## src/rtl/stopwatch_pkg.sv

```systemverilog
// Shared types and constants for the stopwatch timekeeping core and its
// downstream display driver.
package stopwatch_pkg;

  typedef enum logic [1:0] {
    ST_IDLE = 2'd0,
    ST_RUN  = 2'd1,
    ST_LAP  = 2'd2,
    ST_STOP = 2'd3
  } sw_state_t;

  typedef logic [3:0] bcd_t;

  localparam bcd_t DIGIT_MAX_9 = 4'd9;
  localparam bcd_t DIGIT_MAX_5 = 4'd5;

  localparam int DIGIT_W    = 4;
  localparam int NUM_DIGITS = 6;

  // Bit position of each digit's LSB inside the packed digits bus
  localparam int CS_ONES_LSB  = 0;
  localparam int CS_TENS_LSB  = 4;
  localparam int SEC_ONES_LSB = 8;
  localparam int SEC_TENS_LSB = 12;
  localparam int MIN_ONES_LSB = 16;
  localparam int MIN_TENS_LSB = 20;

  // Wrap value of digit idx, counting from cs_ones (idx 0) upward
  function automatic bcd_t digit_max(input int idx);
    bcd_t max_v;
    case (idx)
      3:       max_v = DIGIT_MAX_5;
      5:       max_v = DIGIT_MAX_5;
      default: max_v = DIGIT_MAX_9;
    endcase
    return max_v;
  endfunction

endpackage

```

## src/rtl/bcd_digit.sv

```systemverilog
// One BCD counter digit with enable-in / carry-out for a ripple-enable chain.
module bcd_digit
  import stopwatch_pkg::*;
#(
  parameter bcd_t MAX = DIGIT_MAX_9
) (
  input  logic       CLK,
  input  logic       rst,
  input  logic       en,
  input  logic       clr,
  output logic [3:0] q,
  output logic       carry
);

  bcd_t q_r;

  assign carry = en && (q_r == MAX);
  assign q     = q_r;

  // digit register: clear beats increment, wrap to zero after MAX
  always_ff @(posedge CLK) begin
    if (!rst) begin
      q_r <= 4'd0;
    end else if (clr) begin
      q_r <= 4'd0;
    end else if (en) begin
      q_r <= (q_r == MAX) ? 4'd0 : (q_r + 4'd1);
    end else begin
      q_r <= q_r;
    end
  end

endmodule

```

## src/rtl/stopwatch_timer.sv

```systemverilog
// Start/stop/lap stopwatch core: centisecond prescaler, MM:SS.cc BCD count,
// lap snapshot and the four-state control FSM.
module stopwatch_timer
  import stopwatch_pkg::*;
#(
  parameter int CLK_DIV = 500000
) (
  input  logic        CLK,
  input  logic        rst,
  input  logic        start_stop,
  input  logic        lap_clear,
  output logic [23:0] digits,
  output logic        running,
  output logic        lap_hold,
  output logic        rollover
);

  localparam int PW = (CLK_DIV > 1) ? $clog2(CLK_DIV) : 1;
  localparam logic [PW-1:0] PRESC_MAX = PW'(CLK_DIV - 1);

  sw_state_t         state_r;
  sw_state_t         next_state_s;
  logic              lap_take_s;
  logic              clear_s;
  logic              counting_s;
  logic              tick_s;
  logic [PW-1:0]     presc_r;
  logic [23:0]       count_s;
  logic [23:0]       snapshot_r;
  logic              running_r;
  logic              lap_hold_r;
  logic              rollover_r;
  logic [NUM_DIGITS:0] carry_s;

  // next state plus the one-cycle lap-capture and clear strobes
  always_comb begin
    next_state_s = state_r;
    lap_take_s   = 1'b0;
    clear_s      = 1'b0;
    case (state_r)
      ST_IDLE: begin
        if (start_stop) next_state_s = ST_RUN;
        else            next_state_s = ST_IDLE;
      end
      ST_RUN: begin
        if (start_stop) begin
          next_state_s = ST_STOP;
        end else if (lap_clear) begin
          next_state_s = ST_LAP;
          lap_take_s   = 1'b1;
        end else begin
          next_state_s = ST_RUN;
        end
      end
      ST_LAP: begin
        if (start_stop)     next_state_s = ST_STOP;
        else if (lap_clear) next_state_s = ST_RUN;
        else                next_state_s = ST_LAP;
      end
      ST_STOP: begin
        if (start_stop) begin
          next_state_s = ST_RUN;
        end else if (lap_clear) begin
          next_state_s = ST_IDLE;
          clear_s      = 1'b1;
        end else begin
          next_state_s = ST_STOP;
        end
      end
      default: next_state_s = ST_IDLE;
    endcase
  end

  // state register
  always_ff @(posedge CLK) begin
    if (!rst) state_r <= ST_IDLE;
    else      state_r <= next_state_s;
  end

  assign counting_s = (state_r == ST_RUN) || (state_r == ST_LAP);
  assign tick_s     = counting_s && (presc_r == PRESC_MAX);

  // prescaler: holds while stopped so a partial tick survives stop/resume
  always_ff @(posedge CLK) begin
    if (!rst) begin
      presc_r <= '0;
    end else if (clear_s || tick_s) begin
      presc_r <= '0;
    end else if (counting_s) begin
      presc_r <= presc_r + PW'(1);
    end else begin
      presc_r <= presc_r;
    end
  end

  assign carry_s[0] = tick_s;

  for (genvar i = 0; i < NUM_DIGITS; i++) begin : g_digit
    bcd_digit #(
      .MAX (digit_max(i))
    ) u_digit (
      .CLK   (CLK),
      .rst   (rst),
      .en    (carry_s[i]),
      .clr   (clear_s),
      .q     (count_s[i*DIGIT_W +: DIGIT_W]),
      .carry (carry_s[i+1])
    );
  end

  // lap snapshot takes the pre-edge count; a coincident tick still advances live
  always_ff @(posedge CLK) begin
    if (!rst) begin
      snapshot_r <= 24'd0;
    end else if (clear_s) begin
      snapshot_r <= 24'd0;
    end else if (lap_take_s) begin
      snapshot_r <= count_s;
    end else begin
      snapshot_r <= snapshot_r;
    end
  end

  // status flags registered from the next state so they align with it
  always_ff @(posedge CLK) begin
    if (!rst) begin
      running_r  <= 1'b0;
      lap_hold_r <= 1'b0;
      rollover_r <= 1'b0;
    end else begin
      running_r  <= (next_state_s == ST_RUN) || (next_state_s == ST_LAP);
      lap_hold_r <= (next_state_s == ST_LAP);
      rollover_r <= carry_s[NUM_DIGITS];
    end
  end

  assign digits   = lap_hold_r ? snapshot_r : count_s;
  assign running  = running_r;
  assign lap_hold = lap_hold_r;
  assign rollover = rollover_r;

endmodule

```

## config.mk

```make
export PLATFORM = sky130hd
export DESIGN_NAME = stopwatch_timer
export DESIGN_NICKNAME = d
export VERILOG_FILES = /design/src/rtl/stopwatch_pkg.sv /design/src/rtl/bcd_digit.sv /design/src/rtl/stopwatch_timer.sv
export SDC_FILE = /design/constraint.sdc
export NUM_CORES = 1
export LEC_CHECK = 0
export BUFFER_PORTS_ARGS = -buffer_cell sky130_fd_sc_hd__buf_2
export CORE_MARGIN = 2
export CORE_UTILIZATION = 45
export DETAILED_ROUTE_END_ITERATION = 8
export PLACE_DENSITY = 0.62
export SLEW_MARGIN = 20
export SYNTH_ARGS = -nofsm -noshare
export SYNTH_HDL_FRONTEND = slang
export SYNTH_SLANG_ARGS = --single-unit
```

## constraint.sdc

```tcl
create_clock -name CLK -period 3 [get_ports CLK]
set_input_delay 0.6 -clock CLK [delete_from_list [all_inputs] [get_ports CLK]]
set_output_delay 0.6 -clock CLK [all_outputs]
set_load 0.005 [all_outputs]
```

==> Word level (Yosys, flattened, before mapping) <==
Index checks and enable logic that the tools add are counted.
{ "totals": {"regBits": 72, "input_bits": 4, "output_inout_bits": 27} }
{ "op_classes": {"addsub": 7, "eq_ne": 12, "muxes": 19, "n_bitwise": 1, "n_reduce_logical": 13} }
{ "ops": {"columns": ["operator", "count"], "rows": [
  ["$add 4x1->4 const B", 6],
  ["$mux 24", 1],
  ["$mux 4", 6],
  ["$add 19x1->19 const B", 1],
  ["$eq 19x19->1 const B", 1],
  ["$eq 4x4->1 const B", 4],
  ["$mux 2", 6],
  ["$eq 4x3->1 const B", 2],
  ["$pmux 2 s4", 1],
  ["$logic_and 1x1->1", 7],
  ["$eq 2x2->1 const B", 3],
  ["$mux 1", 5],
  ["$eq 2x1->1 const B", 2],
  ["$reduce_or 2->1", 2],
  ["$logic_or 1x1->1", 3],
  ["$logic_not 2->1", 1],
  ["$not 1->1", 1]
]} }

==> Depth between registers and ports, before layout <==
Gate-level depths: netlist (run 1).
{ "depth": {"ltp_word": 9, "depth_mapped": 8, "depth_no_buf": 8} }

==> Modules after synthesis <==
A second synthesis (run 1) with hierarchy kept.
{ "unflattened": {"hier_cells": 385, "area_unflattened_um2": 3383.2} }
{ "modules_own_cells": {"columns": ["mod", "instances", "cells_each", "area_per_inst_um2", "seq_area_each_um2"], "rows": [
  ["stopwatch_timer", 1, 261, 2267.2, 960.9],
  ["bcd_digit (g_digit[0].u_digit ...)", 4, 21, 187.7, 80.1],
  ["bcd_digit (g_digit[3].u_digit ...)", 2, 20, 182.7, 80.1]
]} }

==> Least setup slack after synthesis (run 1) <==
OpenSTA, ideal clock, no wires.
{ "synth_timing": {"path_kind": "register to register", "start": "reg state_r[0]", "end": "reg g_digit[5].u_digit.q_r[3]", "setup_ps": 116, "arrival_ps": 2015, "required_time_ps": 2884, "slack_ps": 869, "stages_incl_launch_ff": 8, "path_buffers": 0, "path_cell_list": "dfxtp_1 inv_1 ha_1 and4_1 nand4_2 nor4_4 a31oi_1 a41o_1"} }
{ "synth_between": {"elab_chain_len": 8, "elab_cells_between_ends": 12, "classes_between": "eq/ne (3); mux (1); reduce/logical (8)"} }
{ "synth_lines": {"columns": ["element", "line_no", "text"], "rows": [
  ["from (decl)", "stopwatch_timer.sv:21", "sw_state_t state_r;"],
  ["from (signal assigned)", "stopwatch_timer.sv:77", "else state_r <= next_state_s;"],
  ["$eq 2x1->1 or $eq 2x2->1 (tied branches)", "stopwatch_timer.sv:80", "assign counting_s = (state_r == ST_RUN) || (state_r == ST_LAP);"],
  ["$logic_or 1x1->1 (*)", "stopwatch_timer.sv:80", null],
  ["net counting_s", "stopwatch_timer.sv:25", "logic counting_s;"],
  ["$logic_and 1x1->1 (*)", "stopwatch_timer.sv:81", "assign tick_s = counting_s && (presc_r == PRESC_MAX);"],
  ["$logic_and 1x1->1 (*) (5 in series)", "bcd_digit.sv:17", "assign carry = en && (q_r == MAX);"],
  ["to (signal assigned)", "bcd_digit.sv:27", "q_r <= (q_r == MAX) ? 4'd0 : (q_r + 4'd1);"],
  ["to (signal assigned)", "bcd_digit.sv:29", "q_r <= q_r;"],
  ["to (decl)", "bcd_digit.sv:15", "bcd_t q_r;"]
]} }
The timed path passes the listed nets; every way through them passes the cells marked *.
A chain may end at the register's enable or synchronous reset.

==> Final worst setup path (run 1) <==
Ends and elaborated chain as after synthesis.

==> results of run 1 <==
path summary, 6_finish.rpt:
kind / depth (start not counted) / to / slack [ps] / start
hold reg to reg: 2 / snapshot_r[23] / 450 / snapshot_r[23]
setup / recovery: 7 / g_digit[5].u_digit.q[3] / 600 / state_r[0]
setup reg to reg: 7 / g_digit[5].u_digit.q[3] / 600 / state_r[0]
hold / removal: 2 / snapshot_r[23] / 450 / snapshot_r[23]
sequential cells by signal (all words and copies together) (netlist names):
signal,count
g_digit.u_digit.q,24
snapshot_r,24
presc_r,19
state_r,2
lap_hold,1
rollover,1
running,1
report_power, final:
part	switching (uW)	internal (uW)	total, uW
registers	5.03	961	966
clock network	361	660	1020
logic	48.7	24.9	73.5
total	415	1650	2060
metal layers:
layer	GRT usage [%]	vias up	part of all wire, %
met5	0	-	0
met4	7.84	0	1.7
met3	3.09	12	2.6
met2	30.3	33	47
met1	21.9	1381	49
li1	-	1493	-
worst min-delay path: cells and delay by family, from the launching register on:
family | cells | cell delay, ps
simple gates | 1 | 50
compound gates | 1 | 50
flops | 1 | 310
logic make-up (layout without fill, tap and decap cells):
logic type               Yosys count  count (layout)  share of synthesized area (%)
AND/OR/NAND/NOR                  191             191                           27.7
flip-flops                        72              72                           40.7
AO/OA/AOI/OAI                     67              67                           11.2
buffers and inverters             37              65                           4.14
multiplexers                      29              29                           8.84
XOR/XNOR                          21              21                           5.20
adder cells (fa/ha/maj)            6               6                           2.12
cell usage after synthesis (all sizes together), types with 3 or more instances:
library cell / n / area, um2
a21oi: 36 / 180
nand4: 11 / 87.6
dfxtp: 72 / 1440
nand2: 81 / 304
and2: 4 / 25.0
ha: 6 / 75.1
a31o: 3 / 26.3
nand3: 9 / 45.0
nor2b: 5 / 31.3
a211oi: 3 / 22.5
clkbuf: 20 / 76.3
xor2: 8 / 70.1
inv: 13 / 48.8
and4b: 3 / 30.0
a31oi: 5 / 31.3
nand2b: 5 / 31.3
nor3b: 4 / 30.0
nor4: 7 / 101
o21ai: 11 / 58.8
or3: 4 / 25.0
buf: 4 / 21.3
xnor2: 13 / 114
nor3: 7 / 40.0
mux2: 18 / 203
nor2: 44 / 165
mux2i: 11 / 110
area by class of cell:
class | instances | area (um2)
well taps | 102 | 128
flip-flops and latches | 72 | 1440
repair buffers | 36 | 195
multi-input cells | 314 | 1950
clock buffers | 11 | 141
clock inverters | 5 | 128
fillers | 779 | 3650
inverters | 13 | 48.8
stage by stage:
stage / total power (uW) / util [%] / instance area, um2 / worst slack (ps)
4_1_cts: 2090 / 52.5 / 4030 / 581
3_3_place_gp: 1060 / 49.0 / 3760 / 687
6_report: 2060 / 52.5 / 4030 / 603
2_1_floorplan: 1040 / - / 3540 / 869
5_1_grt: 2130 / 52.5 / 4030 / 356
3_5_place_dp: 1060 / 49.0 / 3760 / 613
==> flow_summary.html, run 1 <==
<table>
<tr><th>Metric</th><th>Value</th></tr>
<tr><th colspan="2">Run status</th></tr>
<tr><td>Outcome</td><td>complete, no violations</td></tr>
<tr><th colspan="2">Clocking</th></tr>
<tr><td>CTS root buf</td><td>sky130_fd_sc_hd__clkbuf_8</td></tr>
<tr><td>Clock transition at the register clock pins on the worst setup and hold paths after CTS</td><td>70 ps</td></tr>
<tr><td>Maximum count of clock buffers along a single path</td><td>2</td></tr>
<tr><td>Number of buffers inserted during clock tree synthesis</td><td>9</td></tr>
<tr><td>Hold buffers post-CTS</td><td>0</td></tr>
<tr><td>TritonCTS clock tree</td><td>yes</td></tr>
<tr><td>Clock net sink count</td><td>72</td></tr>
<tr><td>Maximum level of the CTS H-tree</td><td>3</td></tr>
<tr><td>Resize count post-CTS</td><td>0</td></tr>
<tr><td>Post-CTS setup buffer count</td><td>0</td></tr>
<tr><td>Clock latency on the worst-skew pair</td><td>350 ps</td></tr>
<tr><th colspan="2">STA</th></tr>
<tr><td>Fin crit share</td><td>79.9%</td></tr>
<tr><td>Final count of negative-setup-slack endpoints</td><td>0</td></tr>
<tr><td>Number of max-slew violations in the final report</td><td>0</td></tr>
<tr><td>WHS</td><td>453 ps</td></tr>
<tr><td>Setup_tns</td><td>0 ps</td></tr>
<tr><td>Unrepaired setup endpoints after global routing</td><td>false</td></tr>
<tr><td>Final critical delay including setup and external delays</td><td>2400 ps</td></tr>
<tr><td>Maximum achievable frequency</td><td>417 MHz</td></tr>
<tr><td>Rel. slew slack</td><td>38.3%</td></tr>
<tr><td>Final Hold Fails</td><td>0</td></tr>
<tr><td>Worst Tran Pin Value</td><td>924 ps</td></tr>
<tr><td>Clock Skew</td><td>7.54 ps</td></tr>
<tr><th colspan="2">Global route</th></tr>
<tr><td>GRT Residual Overflow</td><td>0</td></tr>
<tr><td>Gr usage total</td><td>17.7%</td></tr>
<tr><td>Via count of the first global-routing pass</td><td>2,754</td></tr>
<tr><td>Number of antenna violations at the first check in global routing</td><td>0</td></tr>
<tr><td>Pin count of the biggest net entering global routing</td><td>32</td></tr>
<tr><td>Global-route wire length before repair</td><td>12.3 mm</td></tr>
<tr><th colspan="2">Route</th></tr>
<tr><td>DRC violation count after routing</td><td>0</td></tr>
<tr><td>Number of DRC markers after the initial detailed-route iteration</td><td>62</td></tr>
<tr><td>Vias after detailed routing</td><td>2,919</td></tr>
<tr><td>Number of vias per cell after detailed routing</td><td>5.28</td></tr>
<tr><td>DRT Wirelength</td><td>7.15 mm</td></tr>
<tr><td>ANT nets after route</td><td>0</td></tr>
<tr><td>DR pass1 iterations</td><td>4</td></tr>
<tr><td>Detail-routed net length per standard cell</td><td>12.9 um</td></tr>
<tr><th colspan="2">Floorplanning</th></tr>
<tr><td>Row cnt</td><td>32</td></tr>
<tr><td>Standard cell core area</td><td>7690 um2</td></tr>
<tr><td>Y dimension of the die</td><td>92.7 um</td></tr>
<tr><td>Ports</td><td>31</td></tr>
<tr><td>Initial Utilization</td><td>46.0%</td></tr>
<tr><td>Die W</td><td>92.7 um</td></tr>
<tr><td>Die footprint</td><td>8590 um2</td></tr>
<tr><th colspan="2">Logic synthesis</th></tr>
<tr><td>Post-Syn Nets</td><td>433</td></tr>
<tr><td>Number of flops mapped to enable cells by yosys</td><td>0</td></tr>
<tr><td>Most used DFF post-synth</td><td>sky130_fd_sc_hd__dfxtp_1</td></tr>
<tr><td>Ys async rst share</td><td>0%</td></tr>
<tr><td>Number of warnings printed during yosys synthesis</td><td>0</td></tr>
<tr><td>Post-synthesis cell type count</td><td>47</td></tr>
<tr><td>Count of state elements after synthesis</td><td>72</td></tr>
<tr><td>Cells after synthesis</td><td>423</td></tr>
<tr><td>Netlist area before placement</td><td>3540 um2</td></tr>
<tr><td>Average cell area after synthesis</td><td>8.36 um2</td></tr>
<tr><td>Share of the yosys chip area belonging to registers</td><td>40.7%</td></tr>
<tr><th colspan="2">Pwr</th></tr>
<tr><td>Power Density</td><td>511 nW/um2</td></tr>
<tr><td>VDD IR-drop max</td><td>0.265 mV</td></tr>
<tr><td>Static power due to leakage</td><td>0.00157 uW</td></tr>
<tr><th colspan="2">Setup path</th></tr>
<tr><td>CP bufs+invs</td><td>1</td></tr>
<tr><td>WP data required</td><td>3240 ps</td></tr>
<tr><td>Delay of the slowest cell on the worst path</td><td>480 ps</td></tr>
<tr><td>Critical Path AT</td><td>2640 ps</td></tr>
<tr><td>Cell at the slowest stage of the critical path</td><td>sky130_fd_sc_hd__nor4_4</td></tr>
<tr><td>Nature of the critical path endpoint</td><td>flip-flop</td></tr>
<tr><td>Highest fanout seen on the critical path</td><td>6</td></tr>
<tr><td>Cells along the critical path</td><td>inv_1, ha_1, and4_1, nand4_2, nor4_4, a31oi_1, a41o_1</td></tr>
<tr><td>Crit Path Class</td><td>reg -&gt; reg</td></tr>
<tr><td>Startpoint types</td><td>flip-flop</td></tr>
<tr><td>Delay-heaviest family, CP</td><td>simple AND/OR/NAND/NOR gates</td></tr>
<tr><th colspan="2">Run</th></tr>
<tr><td>Reported max-cap violation count</td><td>0</td></tr>
<tr><th colspan="2">Finish</th></tr>
<tr><td>Signed area change from the synthesized netlist to the final layout</td><td>14.0%</td></tr>
<tr><td>Commonest cells after routing, fill and taps aside</td><td>81 x sky130_fd_sc_hd__nand2_1, 72 x sky130_fd_sc_hd__dfxtp_1, 44 x sky130_fd_sc_hd__nor2_1</td></tr>
<tr><td>Final cell count without fillers</td><td>553</td></tr>
<tr><td>Proportion of layout cells with a drive suffix above 1</td><td>18.4%</td></tr>
<tr><td>Number of nets at the end of the flow</td><td>456</td></tr>
<tr><td>Leading cell type in the layout, fill and taps excluded</td><td>sky130_fd_sc_hd__nand2_1</td></tr>
<tr><td>Antenna diode count</td><td>0</td></tr>
<tr><th colspan="2">Placed design</th></tr>
<tr><td>Placer congestion estimate</td><td>0.768</td></tr>
<tr><td>Placed insts</td><td>537</td></tr>
<tr><td>I/O Buffers</td><td>30</td></tr>
<tr><td>Placed wire-length estimate</td><td>4.81 mm</td></tr>
<tr><th colspan="2">Min path</th></tr>
<tr><td>Worst Hold Class</td><td>reg -&gt; reg</td></tr>
</table>
No activity file was read; power rests on OpenSTA's default activity.
==> run 2: changes to the inputs <==
--- a/config.mk
+++ b/config.mk
@@ -9,7 +9,7 @@
 export CORE_MARGIN = 2
 export CORE_UTILIZATION = 45
 export DETAILED_ROUTE_END_ITERATION = 8
-export PLACE_DENSITY = 0.62
+export PLACE_DENSITY = 0.64
 export SLEW_MARGIN = 20
 export SYNTH_ARGS = -nofsm -noshare
 export SYNTH_HDL_FRONTEND = slang
==> constraint.sdc (replaced) <==
create_clock -name CLK -period 2.1 [get_ports CLK]
set_input_delay 0.42 -clock CLK [delete_from_list [all_inputs] [get_ports CLK]]
set_output_delay 0.42 -clock CLK [all_outputs]
set_load 0.005 [all_outputs]
==> run 2 against run 1 <==
Compared with the run above:
- largest power group is now sequential cells
- critical path type unchanged
- largest cell class unchanged
- global-route usage increased by 0.66 points
- maximum frequency increased by 23%
- critical path depth unchanged
==> flow_summary.html, run 2 (synthesis results as in run 1) <==
<table>
<tr><th>Metric</th><th>Value</th></tr>
<tr><th colspan="2">Run status</th></tr>
<tr><td>Outcome</td><td>complete, no violations (unchanged)</td></tr>
<tr><th colspan="2">STA</th></tr>
<tr><td>Worst Tran Pin Value</td><td>460 ps (was 924 ps)</td></tr>
<tr><td>Final critical delay including setup and external delays</td><td>1960 ps (was 2400 ps)</td></tr>
<tr><td>Rel. slew slack</td><td>69.3% (was 38.3%)</td></tr>
<tr><td>Fin crit share</td><td>93.2% (was 79.9%)</td></tr>
<tr><td>Setup_tns</td><td>0 ps (unchanged)</td></tr>
<tr><td>Maximum achievable frequency</td><td>511 MHz (was 417 MHz)</td></tr>
<tr><td>WHS</td><td>329 ps (was 453 ps)</td></tr>
<tr><td>Clock Skew</td><td>7.53 ps (was 7.54 ps)</td></tr>
<tr><td>Unrepaired setup endpoints after global routing</td><td>false (unchanged)</td></tr>
<tr><td>Number of max-slew violations in the final report</td><td>0 (unchanged)</td></tr>
<tr><td>Final Hold Fails</td><td>0 (unchanged)</td></tr>
<tr><td>Final count of negative-setup-slack endpoints</td><td>0 (unchanged)</td></tr>
<tr><th colspan="2">Clocking</th></tr>
<tr><td>Number of buffers inserted during clock tree synthesis</td><td>9 (unchanged)</td></tr>
<tr><td>Hold buffers post-CTS</td><td>0 (unchanged)</td></tr>
<tr><td>Clock latency on the worst-skew pair</td><td>350 ps (about the same)</td></tr>
<tr><td>Maximum level of the CTS H-tree</td><td>3 (unchanged)</td></tr>
<tr><td>Clock transition at the register clock pins on the worst setup and hold paths after CTS</td><td>70 ps (about the same)</td></tr>
<tr><td>Clock net sink count</td><td>72 (unchanged)</td></tr>
<tr><td>TritonCTS clock tree</td><td>yes (unchanged)</td></tr>
<tr><td>CTS root buf</td><td>sky130_fd_sc_hd__clkbuf_8 (unchanged)</td></tr>
<tr><td>Maximum count of clock buffers along a single path</td><td>2 (unchanged)</td></tr>
<tr><th colspan="2">Route</th></tr>
<tr><td>Detail-routed net length per standard cell</td><td>12.7 um (was 12.9 um)</td></tr>
<tr><td>DRT Wirelength</td><td>7.30 mm (was 7.15 mm)</td></tr>
<tr><td>Vias after detailed routing</td><td>2,956 (was 2,919)</td></tr>
<tr><td>ANT nets after route</td><td>0 (unchanged)</td></tr>
<tr><td>DRC violation count after routing</td><td>0 (unchanged)</td></tr>
<tr><td>DR pass1 iterations</td><td>4 (unchanged)</td></tr>
<tr><td>Number of vias per cell after detailed routing</td><td>5.16 (was 5.28)</td></tr>
<tr><td>Number of DRC markers after the initial detailed-route iteration</td><td>132 (was 62)</td></tr>
<tr><th colspan="2">Floorplanning</th></tr>
<tr><td>Initial Utilization</td><td>46.0% (unchanged)</td></tr>
<tr><td>Row cnt</td><td>32 (unchanged)</td></tr>
<tr><td>Ports</td><td>31 (unchanged)</td></tr>
<tr><td>Y dimension of the die</td><td>92.7 um (unchanged)</td></tr>
<tr><td>Die W</td><td>92.7 um (unchanged)</td></tr>
<tr><td>Die footprint</td><td>8590 um2 (unchanged)</td></tr>
<tr><td>Standard cell core area</td><td>7690 um2 (unchanged)</td></tr>
<tr><th colspan="2">Pwr</th></tr>
<tr><td>Static power due to leakage</td><td>0.00166 uW (was 0.00157 uW)</td></tr>
<tr><td>VDD IR-drop max</td><td>0.350 mV (was 0.265 mV)</td></tr>
<tr><td>Power Density</td><td>647 nW/um2 (was 511 nW/um2)</td></tr>
<tr><th colspan="2">Run</th></tr>
<tr><td>Reported max-cap violation count</td><td>0 (unchanged)</td></tr>
<tr><th colspan="2">Setup path</th></tr>
<tr><td>Crit Path Class</td><td>reg -&gt; reg (unchanged)</td></tr>
<tr><td>Cells along the critical path</td><td>inv_1, ha_1, nand4_2, or4_4, nor4_4, xnor2_1, nor2_1 (was inv_1, ha_1, and4_1, nand4_2, nor4_4, a31oi_1, a41o_1)</td></tr>
<tr><td>Critical Path AT</td><td>2200 ps (was 2640 ps)</td></tr>
<tr><td>CP bufs+invs</td><td>1 (unchanged)</td></tr>
<tr><td>Delay-heaviest family, CP</td><td>simple AND/OR/NAND/NOR gates (unchanged)</td></tr>
<tr><td>Delay of the slowest cell on the worst path</td><td>550 ps (was 480 ps)</td></tr>
<tr><td>Highest fanout seen on the critical path</td><td>7 (was 6)</td></tr>
<tr><td>Nature of the critical path endpoint</td><td>flip-flop (unchanged)</td></tr>
<tr><td>Cell at the slowest stage of the critical path</td><td>sky130_fd_sc_hd__or4_4 (was sky130_fd_sc_hd__nor4_4)</td></tr>
<tr><td>WP data required</td><td>2350 ps (was 3240 ps)</td></tr>
<tr><td>Startpoint types</td><td>flip-flop (unchanged)</td></tr>
<tr><th colspan="2">Global route</th></tr>
<tr><td>Global-route wire length before repair</td><td>12.6 mm (was 12.3 mm)</td></tr>
<tr><td>Gr usage total</td><td>18.4% (was 17.7%)</td></tr>
<tr><td>Number of antenna violations at the first check in global routing</td><td>0 (unchanged)</td></tr>
<tr><td>Pin count of the biggest net entering global routing</td><td>32 (unchanged)</td></tr>
<tr><td>GRT Residual Overflow</td><td>0 (unchanged)</td></tr>
<tr><td>Via count of the first global-routing pass</td><td>2,802 (was 2,754)</td></tr>
<tr><th colspan="2">Finish</th></tr>
<tr><td>Post-route cell area</td><td>4160 um2 (was 4030 um2)</td></tr>
<tr><td>Number of nets at the end of the flow</td><td>476 (was 456)</td></tr>
<tr><td>Antenna diode count</td><td>0 (unchanged)</td></tr>
<tr><td>Final cell count without fillers</td><td>573 (was 553)</td></tr>
<tr><td>Leading cell type in the layout, fill and taps excluded</td><td>sky130_fd_sc_hd__nand2_1 (unchanged)</td></tr>
<tr><td>Commonest cells after routing, fill and taps aside</td><td>81 x sky130_fd_sc_hd__nand2_1, 72 x sky130_fd_sc_hd__dfxtp_1, 43 x sky130_fd_sc_hd__nor2_1 (was 81 x sky130_fd_sc_hd__nand2_1, 72 x sky130_fd_sc_hd__dfxtp_1, 44 x sky130_fd_sc_hd__nor2_1)</td></tr>
<tr><td>Proportion of layout cells with a drive suffix above 1</td><td>22.5% (was 18.4%)</td></tr>
<tr><td>Signed area change from the synthesized netlist to the final layout</td><td>17.6% (was 14.0%)</td></tr>
<tr><th colspan="2">Placed design</th></tr>
<tr><td>Placed insts</td><td>556 (was 537)</td></tr>
<tr><td>Area after detailed placement</td><td>3920 um2 (was 3760 um2)</td></tr>
<tr><td>Placer congestion estimate</td><td>0.782 (was 0.768)</td></tr>
<tr><td>Placed wire-length estimate</td><td>4.93 mm (was 4.81 mm)</td></tr>
<tr><td>I/O Buffers</td><td>30 (unchanged)</td></tr>
<tr><th colspan="2">Min path</th></tr>
<tr><td>Worst Hold Class</td><td>in -&gt; reg (was reg -&gt; reg)</td></tr>
</table>
## run 2: timing repair
item / 4_1_cts / 5_1_grt
gates resized for setup: 0 / 6
setup endpoints to repair: 0 / 19
setup buffers: 0 / 1
## run 2: final cells by class
cell class,count,area (um2)
fill,724,3530
clock inverter,5,81.3
sequential,72,1440
multi-input combinational,314,1970
inverter,13,48.8
tap,102,128
clock buffer,11,131
timing repair buffer,56,358
## run 2: per-stage QoR
| stage | power, uW | setup WS (ps) | utilization, % |
|---|---|---|---|
| 2_1_floorplan | 1490 | -23.8 | - |
| 3_3_place_gp | 1530 | 106 | 51.0 |
| 3_5_place_dp | 1530 | 56.0 | 51.0 |
| 4_1_cts | 2720 | 37.3 | 53.7 |
| 5_1_grt | 2790 | 0.940 | 54.1 |
| 6_report | 2690 | 143 | 54.1 |
## run 2: worst paths after layout
path / slack (ps) / cells after the start / start / endpoint
worst max-delay path: 140 / 7 / state_r[0] / presc_r[18]
worst min register to register: 450 / 2 / snapshot_r[17] / snapshot_r[17]
worst min-delay path: 330 / 2 / rst / lap_hold
worst max register to register: 140 / 7 / state_r[0] / presc_r[18]
## run 2: power breakdown
part	internal (uW)	switching (uW)	total, uW
registers	1370	6.27	1380
clock network	670	525	1190
logic	45.2	72.8	118
## run 2: metal layers
layer	global-route usage (%)	up-vias	wire length, um
met5	0	-	0
met4	7.60	0	121
met3	4.23	10	236
met2	29.3	40	3370
met1	24.2	1370	3570
li1	-	1536	-
==> run 3: changes to the inputs <==
--- a/config.mk
+++ b/config.mk
@@ -6,10 +6,11 @@
 export NUM_CORES = 1
 export LEC_CHECK = 0
 export BUFFER_PORTS_ARGS = -buffer_cell sky130_fd_sc_hd__buf_2
+export CORE_ASPECT_RATIO = 2
 export CORE_MARGIN = 2
 export CORE_UTILIZATION = 45
 export DETAILED_ROUTE_END_ITERATION = 8
-export PLACE_DENSITY = 0.64
+export PLACE_DENSITY = 0.62
 export SLEW_MARGIN = 20
 export SYNTH_ARGS = -nofsm -noshare
 export SYNTH_HDL_FRONTEND = slang
==> constraint.sdc (replaced) <==
create_clock -name CLK -period 2 [get_ports CLK]
set_input_delay 0.4 -clock CLK [delete_from_list [all_inputs] [get_ports CLK]]
set_output_delay 0.4 -clock CLK [all_outputs]
set_load 0.005 [all_outputs]
==> run 3 against run 2 <==
Compared with the run above:
- global-route usage increased by 3.0 points
- highest routed layer unchanged
- sequential share of layout area decreased by 3.0 points
- wire length increased by 17%
- largest cell class unchanged
- clock power increased by 55%
==> flow_summary.html, run 3 (synthesis results as in run 1) <==
<table>
<tr><th>Metric</th><th>Value</th></tr>
<tr><th colspan="2">Run status</th></tr>
<tr><td>Outcome</td><td>complete, no violations (unchanged)</td></tr>
<tr><th colspan="2">Clocking</th></tr>
<tr><td>Clock transition at the register clock pins on the worst setup and hold paths after CTS</td><td>60 ps (was 70 ps)</td></tr>
<tr><td>Hold buffers post-CTS</td><td>0 (unchanged)</td></tr>
<tr><td>Maximum level of the CTS H-tree</td><td>3 (unchanged)</td></tr>
<tr><td>CTS root buf</td><td>sky130_fd_sc_hd__clkbuf_16 (was sky130_fd_sc_hd__clkbuf_8)</td></tr>
<tr><td>Number of buffers inserted during clock tree synthesis</td><td>9 (unchanged)</td></tr>
<tr><td>Clock latency on the worst-skew pair</td><td>340 ps (was 350 ps)</td></tr>
<tr><td>TritonCTS clock tree</td><td>yes (unchanged)</td></tr>
<tr><td>Maximum count of clock buffers along a single path</td><td>2 (unchanged)</td></tr>
<tr><td>Clock net sink count</td><td>72 (unchanged)</td></tr>
<tr><th colspan="2">Route</th></tr>
<tr><td>ANT nets after route</td><td>0 (unchanged)</td></tr>
<tr><td>DRC violation count after routing</td><td>0 (unchanged)</td></tr>
<tr><td>Detail-routed net length per standard cell</td><td>14.4 um (was 12.7 um)</td></tr>
<tr><td>Number of vias per cell after detailed routing</td><td>5.29 (was 5.16)</td></tr>
<tr><td>Vias after detailed routing</td><td>3,148 (was 2,956)</td></tr>
<tr><td>DR pass1 iterations</td><td>4 (unchanged)</td></tr>
<tr><td>DRT Wirelength</td><td>8.54 mm (was 7.30 mm)</td></tr>
<tr><td>Number of DRC markers after the initial detailed-route iteration</td><td>128 (was 132)</td></tr>
<tr><th colspan="2">Floorplanning</th></tr>
<tr><td>Y dimension of the die</td><td>129 um (was 92.7 um)</td></tr>
<tr><td>Die W</td><td>66.7 um (was 92.7 um)</td></tr>
<tr><td>Standard cell core area</td><td>7600 um2 (was 7690 um2)</td></tr>
<tr><td>Ports</td><td>31 (unchanged)</td></tr>
<tr><td>Row cnt</td><td>45 (was 32)</td></tr>
<tr><td>Initial Utilization</td><td>46.6% (was 46.0%)</td></tr>
<tr><td>Die footprint</td><td>8630 um2 (was 8590 um2)</td></tr>
<tr><th colspan="2">Setup path</th></tr>
<tr><td>Critical Path AT</td><td>2160 ps (was 2200 ps)</td></tr>
<tr><td>Setup slack, reg-to-reg</td><td>70 ps (was 140 ps)</td></tr>
<tr><td>Delay of the slowest cell on the worst path</td><td>340 ps (was 550 ps)</td></tr>
<tr><td>Count of cells along the worst register-to-register path</td><td>9 (was 7)</td></tr>
<tr><td>Cell at the slowest stage of the critical path</td><td>sky130_fd_sc_hd__dfxtp_2 (was sky130_fd_sc_hd__or4_4)</td></tr>
<tr><td>Critical Path Start</td><td>state_r[1] (was state_r[0])</td></tr>
<tr><td>WP data required</td><td>2230 ps (was 2350 ps)</td></tr>
<tr><td>Capture instance of the worst register-to-register path</td><td>g_digit[5].u_digit.q[0] (was presc_r[18])</td></tr>
<tr><td>Reg2reg start</td><td>state_r[1] (was state_r[0])</td></tr>
<tr><td>Nature of the critical path endpoint</td><td>flip-flop (unchanged)</td></tr>
<tr><td>Cells along the critical path</td><td>inv_2, ha_4, and4_4, nand4_4, buf_6, nor4_4, buf_4, a21oi_1, a31o_1 (was inv_1, ha_1, nand4_2, or4_4, nor4_4, xnor2_1, nor2_1)</td></tr>
<tr><td>Startpoint types</td><td>flip-flop (unchanged)</td></tr>
<tr><td>Highest fanout seen on the critical path</td><td>6 (was 7)</td></tr>
<tr><td>Crit Path Class</td><td>reg -&gt; reg (unchanged)</td></tr>
<tr><th colspan="2">STA</th></tr>
<tr><td>Worst Tran Pin Value</td><td>448 ps (was 460 ps)</td></tr>
<tr><td>Final count of negative-setup-slack endpoints</td><td>0 (unchanged)</td></tr>
<tr><td>Final critical delay including setup and external delays</td><td>1930 ps (was 1960 ps)</td></tr>
<tr><td>Number of max-slew violations in the final report</td><td>0 (unchanged)</td></tr>
<tr><td>Final Hold Fails</td><td>0 (unchanged)</td></tr>
<tr><td>Clock Skew</td><td>8.74 ps (was 7.53 ps)</td></tr>
<tr><td>Unrepaired setup endpoints after global routing</td><td>true (was false)</td></tr>
<tr><td>Maximum achievable frequency</td><td>517 MHz (was 511 MHz)</td></tr>
<tr><td>WHS</td><td>327 ps (was 329 ps)</td></tr>
<tr><td>Rel. slew slack</td><td>70.1% (was 69.3%)</td></tr>
<tr><td>Fin crit share</td><td>96.7% (was 93.2%)</td></tr>
<tr><td>Final critical-path setup slack</td><td>66.7 ps (was 143 ps)</td></tr>
<tr><th colspan="2">Finish</th></tr>
<tr><td>Signed area change from the synthesized netlist to the final layout</td><td>29.0% (was 17.6%)</td></tr>
<tr><td>Number of nets at the end of the flow</td><td>506 (was 476)</td></tr>
<tr><td>Post-route cell area</td><td>4560 um2 (was 4160 um2)</td></tr>
<tr><td>Leading cell type in the layout, fill and taps excluded</td><td>sky130_fd_sc_hd__nand2_1 (unchanged)</td></tr>
<tr><td>Area taken by multi-input logic gates</td><td>2000 um2 (was 1970 um2)</td></tr>
<tr><td>Commonest cells after routing, fill and taps aside</td><td>81 x sky130_fd_sc_hd__nand2_1, 70 x sky130_fd_sc_hd__dfxtp_1, 52 x sky130_fd_sc_hd__buf_4 (was 81 x sky130_fd_sc_hd__nand2_1, 72 x sky130_fd_sc_hd__dfxtp_1, 43 x sky130_fd_sc_hd__nor2_1)</td></tr>
<tr><td>Layout fillers</td><td>657 (was 724)</td></tr>
<tr><td>FF+latch area</td><td>1440 um2 (about the same)</td></tr>
<tr><td>Final cell count without fillers</td><td>595 (was 573)</td></tr>
<tr><td>Proportion of layout cells with a drive suffix above 1</td><td>28.5% (was 22.5%)</td></tr>
<tr><td>Antenna diode count</td><td>0 (unchanged)</td></tr>
<tr><th colspan="2">Global route</th></tr>
<tr><td>Number of antenna violations at the first check in global routing</td><td>0 (unchanged)</td></tr>
<tr><td>Global-route wire length before repair</td><td>13.9 mm (was 12.6 mm)</td></tr>
<tr><td>Pin count of the biggest net entering global routing</td><td>22 (was 32)</td></tr>
<tr><td>Via count of the first global-routing pass</td><td>3,055 (was 2,802)</td></tr>
<tr><td>Gr usage total</td><td>21.4% (was 18.4%)</td></tr>
<tr><td>GRT Residual Overflow</td><td>0 (unchanged)</td></tr>
<tr><th colspan="2">Min path</th></tr>
<tr><td>Endpoint of the worst hold path</td><td>lap_hold (unchanged)</td></tr>
<tr><td>Instance count along the most critical hold path</td><td>2 (unchanged)</td></tr>
<tr><td>Start point of the worst min-delay path</td><td>rst (unchanged)</td></tr>
<tr><td>Worst Hold Class</td><td>in -&gt; reg (unchanged)</td></tr>
<tr><th colspan="2">Placed design</th></tr>
<tr><td>Placed wire-length estimate</td><td>6.15 mm (was 4.93 mm)</td></tr>
<tr><td>Post-placement worst setup slack</td><td>-79.9 ps (was 56.0 ps)</td></tr>
<tr><td>Area after detailed placement</td><td>4120 um2 (was 3920 um2)</td></tr>
<tr><td>Placer congestion estimate</td><td>0.801 (was 0.782)</td></tr>
<tr><td>Placed insts</td><td>570 (was 556)</td></tr>
<tr><td>I/O Buffers</td><td>30 (unchanged)</td></tr>
<tr><th colspan="2">Pwr</th></tr>
<tr><td>VDD IR-drop max</td><td>0.628 mV (was 0.350 mV)</td></tr>
<tr><td>Power Density</td><td>757 nW/um2 (was 647 nW/um2)</td></tr>
<tr><td>Overall Power</td><td>3450 uW (was 2690 uW)</td></tr>
<tr><td>Static power due to leakage</td><td>0.00191 uW (was 0.00166 uW)</td></tr>
<tr><th colspan="2">Run</th></tr>
<tr><td>Reported max-cap violation count</td><td>0 (unchanged)</td></tr>
</table>
==> run 3: layout make-up <==
class | count | area share [%]
Clock buffer | 9 | 4.94
Clock inverter | 7 | 2.60
Tap cell | 94 | 2.58
Timing Repair Buffer | 86 | 13.4
Multi-Input combinational cell | 314 | 43.8
Sequential cell | 72 | 31.6
Inverter | 13 | 1.07
==> run 3: power breakdown <==
part	internal [uW]	switching [uW]	total (uW)
Combinational	66.3	87.9	154
Clock	1220	630	1850
Sequential	1440	4.85	1450
Total	2730	723	3450
==> run 3: timing repair <==
action | in CTS | in global routing
setup endpoints to repair | 15 | 18
pin swaps | 2 | 3
endpoints found under the hold margin | 0 | 0
resized for setup | 5 | 6
setup buffers | 3 | 6
==> run 3: routing by layer <==
layer | share of wire (%) | wire (um) | up-vias | GRT usage, %
met2 | 56 | 4810 | 44 | 38.7
met3 | 2.2 | 191 | 21 | 5.90
li1 | - | - | 1600 | -
met4 | 3.3 | 278 | 0 | 11.6
met5 | 0 | 0 | - | 0
met1 | 38 | 3260 | 1483 | 21.3
==> run 3: worst max-delay path by stage <==
stage	end	depth (start not counted)
2_1_floorplan	presc_r[18]	8
3_3_place_gp	g_digit[3].u_digit.q[2]	6
3_5_place_dp	presc_r[18]	7
4_1_cts	g_digit[3].u_digit.q[2]	8
5_1_grt	g_digit[4].u_digit.q[1]	9
6_report	g_digit[5].u_digit.q[0]	9
==> run 3: critical path, delay by kind of cell, from the launching register on <==
kind	cells	cell delay [ps]
compound gates	2	270
fa+ha+maj	1	270
buf+inv	3	380
flops	1	340
simple gates	3	550
==> run 3: through the flow <==
stage,utilization (%),TNS (ps)
floorplan,-,0
global placement,54.2,-19.3
detailed placement,54.2,-410
CTS,59.2,0
global route,60.0,-72.6
finish,60.0,0
